**src/rtl/serial_adder_ctrl.sv**
```systemverilog
// Bit-serial adder controller: one internal full-adder slice, LSB first, WIDTH cycles per add.
// Optional subtract mode is enabled by defining SERIAL_ADDER_SUB_EN (adds the `sub` port).
module serial_adder_ctrl #(
    parameter int unsigned WIDTH = 8
) (
    input  logic             clk,
    input  logic             rst_n,
    input  logic             start,
    input  logic [WIDTH-1:0] a,
    input  logic [WIDTH-1:0] b,
    input  logic             cin,
`ifdef SERIAL_ADDER_SUB_EN
    input  logic             sub,
`endif
    output logic             busy,
    output logic             done,
    output logic [WIDTH-1:0] sum,
    output logic             cout
);

    localparam int unsigned CntW = $clog2(WIDTH);
    localparam logic [CntW-1:0] CntLast = CntW'(WIDTH - 1);

    typedef enum logic [1:0] {
        StIdle,
        StShift,
        StDone
    } state_e;

    if (WIDTH < 2 || WIDTH > 32) begin : g_width_check
        $error("serial_adder_ctrl: WIDTH must be in 2..32");
    end

    state_e            state_q;
    logic [WIDTH-1:0]  opa_q;
    logic [WIDTH-1:0]  opb_q;
    logic [WIDTH-2:0]  psum_q;
    logic              carry_q;
    logic [CntW-1:0]   cnt_q;
    logic              busy_q;
    logic              done_q;
    logic [WIDTH-1:0]  sum_q;
    logic              cout_q;

    logic              fa_s;
    logic              carry_d;
    logic [WIDTH-1:0]  sum_d;
    logic [WIDTH-2:0]  psum_d;
    logic              accept;
    logic [WIDTH-1:0]  opb_load;
    logic              carry_load;

    // Full-adder slice on the current LSBs.
    assign fa_s    = opa_q[0] ^ opb_q[0] ^ carry_q;
    assign carry_d = (opa_q[0] & opb_q[0]) | (opa_q[0] & carry_q) | (opb_q[0] & carry_q);

    // New bit enters at the MSB; on the last cycle sum_d is the complete result.
    assign sum_d  = {fa_s, psum_q};
    assign psum_d = sum_d[WIDTH-1:1];

    assign accept = start && ((state_q == StIdle) || (state_q == StDone));

`ifdef SERIAL_ADDER_SUB_EN
    // a - b computed as a + ~b + 1; cout=1 means no borrow.
    assign opb_load   = sub ? ~b : b;
    assign carry_load = sub ? 1'b1 : cin;
`else
    assign opb_load   = b;
    assign carry_load = cin;
`endif

    always_ff @(posedge clk) begin
        if (!rst_n) begin
            state_q <= StIdle;
            opa_q   <= '0;
            opb_q   <= '0;
            psum_q  <= '0;
            carry_q <= 1'b0;
            cnt_q   <= '0;
            busy_q  <= 1'b0;
            done_q  <= 1'b0;
            sum_q   <= '0;
            cout_q  <= 1'b0;
        end else begin
            unique case (state_q)
                StIdle, StDone: begin
                    done_q <= 1'b0;
                    if (accept) begin
                        opa_q   <= a;
                        opb_q   <= opb_load;
                        carry_q <= carry_load;
                        psum_q  <= '0;
                        cnt_q   <= '0;
                        busy_q  <= 1'b1;
                        state_q <= StShift;
                    end else begin
                        state_q <= StIdle;
                    end
                end
                StShift: begin
                    opa_q   <= {1'b0, opa_q[WIDTH-1:1]};
                    opb_q   <= {1'b0, opb_q[WIDTH-1:1]};
                    carry_q <= carry_d;
                    psum_q  <= psum_d;
                    cnt_q   <= cnt_q + 1'b1;
                    if (cnt_q == CntLast) begin
                        sum_q   <= sum_d;
                        cout_q  <= carry_d;
                        done_q  <= 1'b1;
                        busy_q  <= 1'b0;
                        state_q <= StDone;
                    end
                end
                default: begin
                    busy_q  <= 1'b0;
                    done_q  <= 1'b0;
                    state_q <= StIdle;
                end
            endcase
        end
    end

    assign busy = busy_q;
    assign done = done_q;
    assign sum  = sum_q;
    assign cout = cout_q;

`ifndef SYNTHESIS
    a_busy_state: assert property (@(posedge clk) busy_q == (state_q == StShift));
    a_done_state: assert property (@(posedge clk) done_q |-> (state_q == StDone));
    a_cnt_range:  assert property (@(posedge clk) (state_q == StShift) |-> (cnt_q <= CntLast));
`endif

endmodule

```
**config.mk**
```make
export PLATFORM = sky130hd
export DESIGN_NAME = serial_adder_ctrl
export DESIGN_NICKNAME = d
export VERILOG_FILES = /design/src/rtl/serial_adder_ctrl.sv
export SDC_FILE = /design/constraint.sdc
export NUM_CORES = 1
export LEC_CHECK = 0
export CAP_MARGIN = 40
export CORE_MARGIN = 2
export CORE_UTILIZATION = 55
export DETAILED_ROUTE_END_ITERATION = 16
export GPL_ROUTABILITY_DRIVEN = 0
export GPL_TIMING_DRIVEN = 0
export PLACE_DENSITY_LB_ADDON = 0.2
export SLEW_MARGIN = 20
export SYNTH_ARGS = -nofsm -noshare
export SYNTH_HDL_FRONTEND = slang
export SYNTH_SLANG_ARGS = --single-unit
```
**constraint.sdc**
```tcl
create_clock -name clk -period 4 [get_ports clk]
set_clock_uncertainty 0.15 [all_clocks]
set_input_delay 1.2 -clock clk [delete_from_list [all_inputs] [get_ports clk]]
set_output_delay 1.2 -clock clk [all_outputs]
set_load 0.1 [all_outputs]
```
==> impl_table.tex <==
\begin{tabular}{lr}
\hline
Metric & Value \\
\hline
\multicolumn{2}{l}{\textbf{Status}} \\
Outcome & complete, no violations \\
\multicolumn{2}{l}{\textbf{Placed design}} \\
Post-place setup slack & 1.28 ns \\
Detailed Place HPWL & 2750 µm \\
Post-DP Area & 2170 µm² \\
Buffers added on ports & 29 \\
\multicolumn{2}{l}{\textbf{Synth}} \\
Top-area cell type share of the netlist area & 47.8\% \\
Synth Cell Area & 1680 µm² \\
Portion of the post-synthesis area used by sequential elements & 47.8\% \\
Number of nets in the synthesized netlist & 215 \\
Post-synthesis average cell area & 8.73 µm² \\
Top cells by instance count after synthesis & 42 x sky130\_fd\_sc\_hd\_\_nand2\_1, 40 x sky130\_fd\_sc\_hd\_\_dfxtp\_1, 20 x sky130\_fd\_sc\_hd\_\_a21boi\_1, 20 x sky130\_fd\_sc\_hd\_\_nand3\_1 \\
Number of different library cells in the post-synthesis netlist & 26 \\
Async set or reset register ratio after synthesis & 0\% \\
Top area cells in the synthesized netlist & sky130\_fd\_sc\_hd\_\_dfxtp\_1 48\%, sky130\_fd\_sc\_hd\_\_nand2\_1 9.4\%, sky130\_fd\_sc\_hd\_\_a21boi\_1 9.0\% \\
Yosys warning total & 0 \\
Number of enable flip-flop cells after synthesis & 0 \\
Synthesis-stage register bit count & 40 \\
Most instantiated library cell after synthesis & sky130\_fd\_sc\_hd\_\_nand2\_1 \\
Top\_reg\_cell synth & sky130\_fd\_sc\_hd\_\_dfxtp\_1 \\
Cells after Synth & 192 \\
Area leader, netlist & sky130\_fd\_sc\_hd\_\_dfxtp\_1 \\
\multicolumn{2}{l}{\textbf{Worst setup path}} \\
Startpoint-to-endpoint class of the critical path & flop to output port \\
CP startpoint kind & flop \\
Critical Path RT & 2.65 ns \\
Buffering stage count on the worst path with inverters included & 2 \\
Critical Path AT & 1.45 ns \\
Sequence of cells on the critical path & clkdlybuf4s50\_1 -> buf\_8 \\
Critical path capture point type & output port \\
Worst flop-to-flop path startpoint & cnt\_q[0] \\
Largest stage delay, worst path & 0.52 ns \\
Top fanout value on the critical path & 2 \\
Timing startpoint of the critical path & done \\
Cell family with most CP delay & buffers and inverters \\
Worst-path cell with the longest stage delay & sky130\_fd\_sc\_hd\_\_clkdlybuf4s50\_1 \\
\multicolumn{2}{l}{\textbf{Final layout}} \\
\# diodes & 0 \\
Synth-to-Final Area Change & 33.5\% \\
Layout cell share with drive strength beyond 1 & 13.8\% \\
Final nets & 262 \\
Final Cell Area & 2240 µm² \\
\multicolumn{2}{l}{\textbf{Timing}} \\
Worst hold slack after final layout & 0.308 ns \\
Remaining max-slew budget at the tightest pin & 68.0\% \\
Number of hold-slack violations in the final timing report & 0 \\
Aggregate negative setup slack & 0 ns \\
Final Worst Setup Slack & 1.20 ns \\
Total setup violations reported at the end of the flow & 0 \\
Slew Limit Fails & 0 \\
Final worst path period share & 69.9\% \\
Fin crit period & 2.80 ns \\
Setup repair after global routing missed its margin & false \\
Actual slew at the worst max-slew pin & 0.480 ns \\
Highest achievable clock rate & 358 MHz \\
\multicolumn{2}{l}{\textbf{Clocking}} \\
Post-CTS setup-driven buffer insertion count & 0 \\
Clock buffer depth & 2 \\
Hold bufs inserted after CTS & 0 \\
CTS tree & built \\
Number of gates resized after CTS & 0 \\
Skew-Pair Late Insertion Delay & 0.35 ns \\
Clock sinks & 40 \\
Clock root buffer & sky130\_fd\_sc\_hd\_\_clkbuf\_4 \\
Clk slew on worst S/H paths & 0.11 ns \\
CTS H-tree depth & 2 \\
Clock buffers created by TritonCTS & 5 \\
\multicolumn{2}{l}{\textbf{Floorplanning}} \\
IO Pins & 31 \\
Y dimension of the die & 59.2 µm \\
Row count & 20 \\
Effective utilization at floorplan & 56.3\% \\
Area of the core & 2980 µm² \\
Total die area & 3510 µm² \\
Horizontal die dimension & 59.2 µm \\
\multicolumn{2}{l}{\textbf{Pwr}} \\
Leakage component of the power & 0.848 nW \\
Worst vdd ir & 0.212 mV \\
Total power divided by cell area & 349 nW/µm² \\
\multicolumn{2}{l}{\textbf{Drt}} \\
Routed via count divided by cell count & 5.52 \\
DRC Markers & 0 \\
Drt total wl & 3740 µm \\
ANT nets after route & 0 \\
DR iter-0 viols & 45 \\
Overall via count from detail\_route & 1502 \\
First-pass detailed-route iteration total & 4 \\
Wire length per cell & 13.8 µm \\
\multicolumn{2}{l}{\textbf{Min path}} \\
Worst hold start & sum[0] \\
Path class of the lowest-slack min-delay path & flop to flop \\
\multicolumn{2}{l}{\textbf{Global routing}} \\
Number of antenna violations at the first check in global routing & 0 \\
Total congestion overflow after global routing & 0 \\
Maximum number of pins on one net before global-route repair & 12 \\
Number of global-route vias before repair & 1489 \\
First-pass GRT wire length & 6360 µm \\
Aggregate global-route resource usage & 24.1\% \\
\multicolumn{2}{l}{\textbf{Job}} \\
Number of max-capacitance violations reported & 0 \\
\hline
\end{tabular}
worst paths after layout:
path / to / slack (ns) / cells past startpoint
worst max-delay path: done / 1.20 / 2
worst min-delay path: sum[0] / 0.31 / 2
worst min register to register: sum[0] / 0.31 / 2
worst max register to register: sum[1] / 2.34 / 5
state kept, by name (all words and copies together), names as in the netlist:
| signal | cells |
|---|---|
| cnt_q | 3 |
| psum_q | 7 |
| state_q | 2 |
| opa_q | 8 |
| carry_q | 1 |
| busy | 1 |
| cout | 1 |
| sum | 8 |
| opb_q | 8 |
| done | 1 |
placed cells by master, fill, tap and decap left out, types with 4 or more instances in the layout:
cell and count:
sky130_fd_sc_hd__nor2_1 6, sky130_fd_sc_hd__clkbuf_4 5, sky130_fd_sc_hd__a31oi_1 11, sky130_fd_sc_hd__dfxtp_1 40
sky130_fd_sc_hd__buf_8 11, sky130_fd_sc_hd__buf_2 5, sky130_fd_sc_hd__clkbuf_1 5, sky130_fd_sc_hd__a21boi_1 20
sky130_fd_sc_hd__clkdlybuf4s50_1 29, sky130_fd_sc_hd__nor3_1 4, sky130_fd_sc_hd__o21ai_0 11, sky130_fd_sc_hd__nand2_1 42
sky130_fd_sc_hd__o221ai_2 4, sky130_fd_sc_hd__nand3_1 20
metal layers:
| metal | part of all wire, % | GRT usage [%] | vias to the layer above |
|---|---|---|---|
| met2 | 54 | 43.6 | 32 |
| met5 | 0 | 0 | - |
| met1 | 41 | 26.7 | 708 |
| met4 | 1.7 | 11.7 | 0 |
| met3 | 3.3 | 4.37 | 8 |
| li1 | - | - | 754 |
worst register-to-register path: cells and delay by family, from the launching register on:
| kind | cells | cell delay [ns] |
|---|---|---|
| and+or+nand+nor | 1 | 0.16 |
| buffers and inverters | 1 | 0.41 |
| DFF | 1 | 0.37 |
| AOI/OAI and AO/OA | 1 | 0.14 |
| adders and majority gates | 2 | 0.37 |
metrics by stage:
stage	utilization [%]	instances	power (W)
2_1_floorplan	-	192	0.000516
6_report	75.2	272	0.000781
3_5_place_dp	73.0	265	0.000561
3_3_place_gp	67.4	254	0.000552
5_1_grt	75.2	272	0.000813
4_1_cts	75.2	272	0.000781
cells by family (layout without fill, tap and decap cells):
group,count (synthesis),count (layout),share of synthesized area (%)
adder cells (fa/ha/maj),3,3,2.69
buffers and inverters,18,65,6.42
flip-flops,40,40,47.8
AO/OA/AOI/OAI,50,50,21.8
AND/OR/NAND/NOR,81,81,21.3
power by group:
group	switching (W)	total [W]	internal, W
clock	0.000129	0.000229	0.0000998
sequential	0.0000130	0.000432	0.000419
combinational	0.0000639	0.000120	0.0000564
layout make-up:
cell class / instances / area, µm²
Sequential cell: 40 / 801
Multi-Input combinational cell: 134 / 768
Fill cell: 239 / 739
Timing Repair Buffer: 40 / 455
Buffer: 17 / 104
Clock buffer: 7 / 65.1
Tap cell: 33 / 41.3
Inverter: 1 / 3.75
Power figures use the tool's default switching activity.
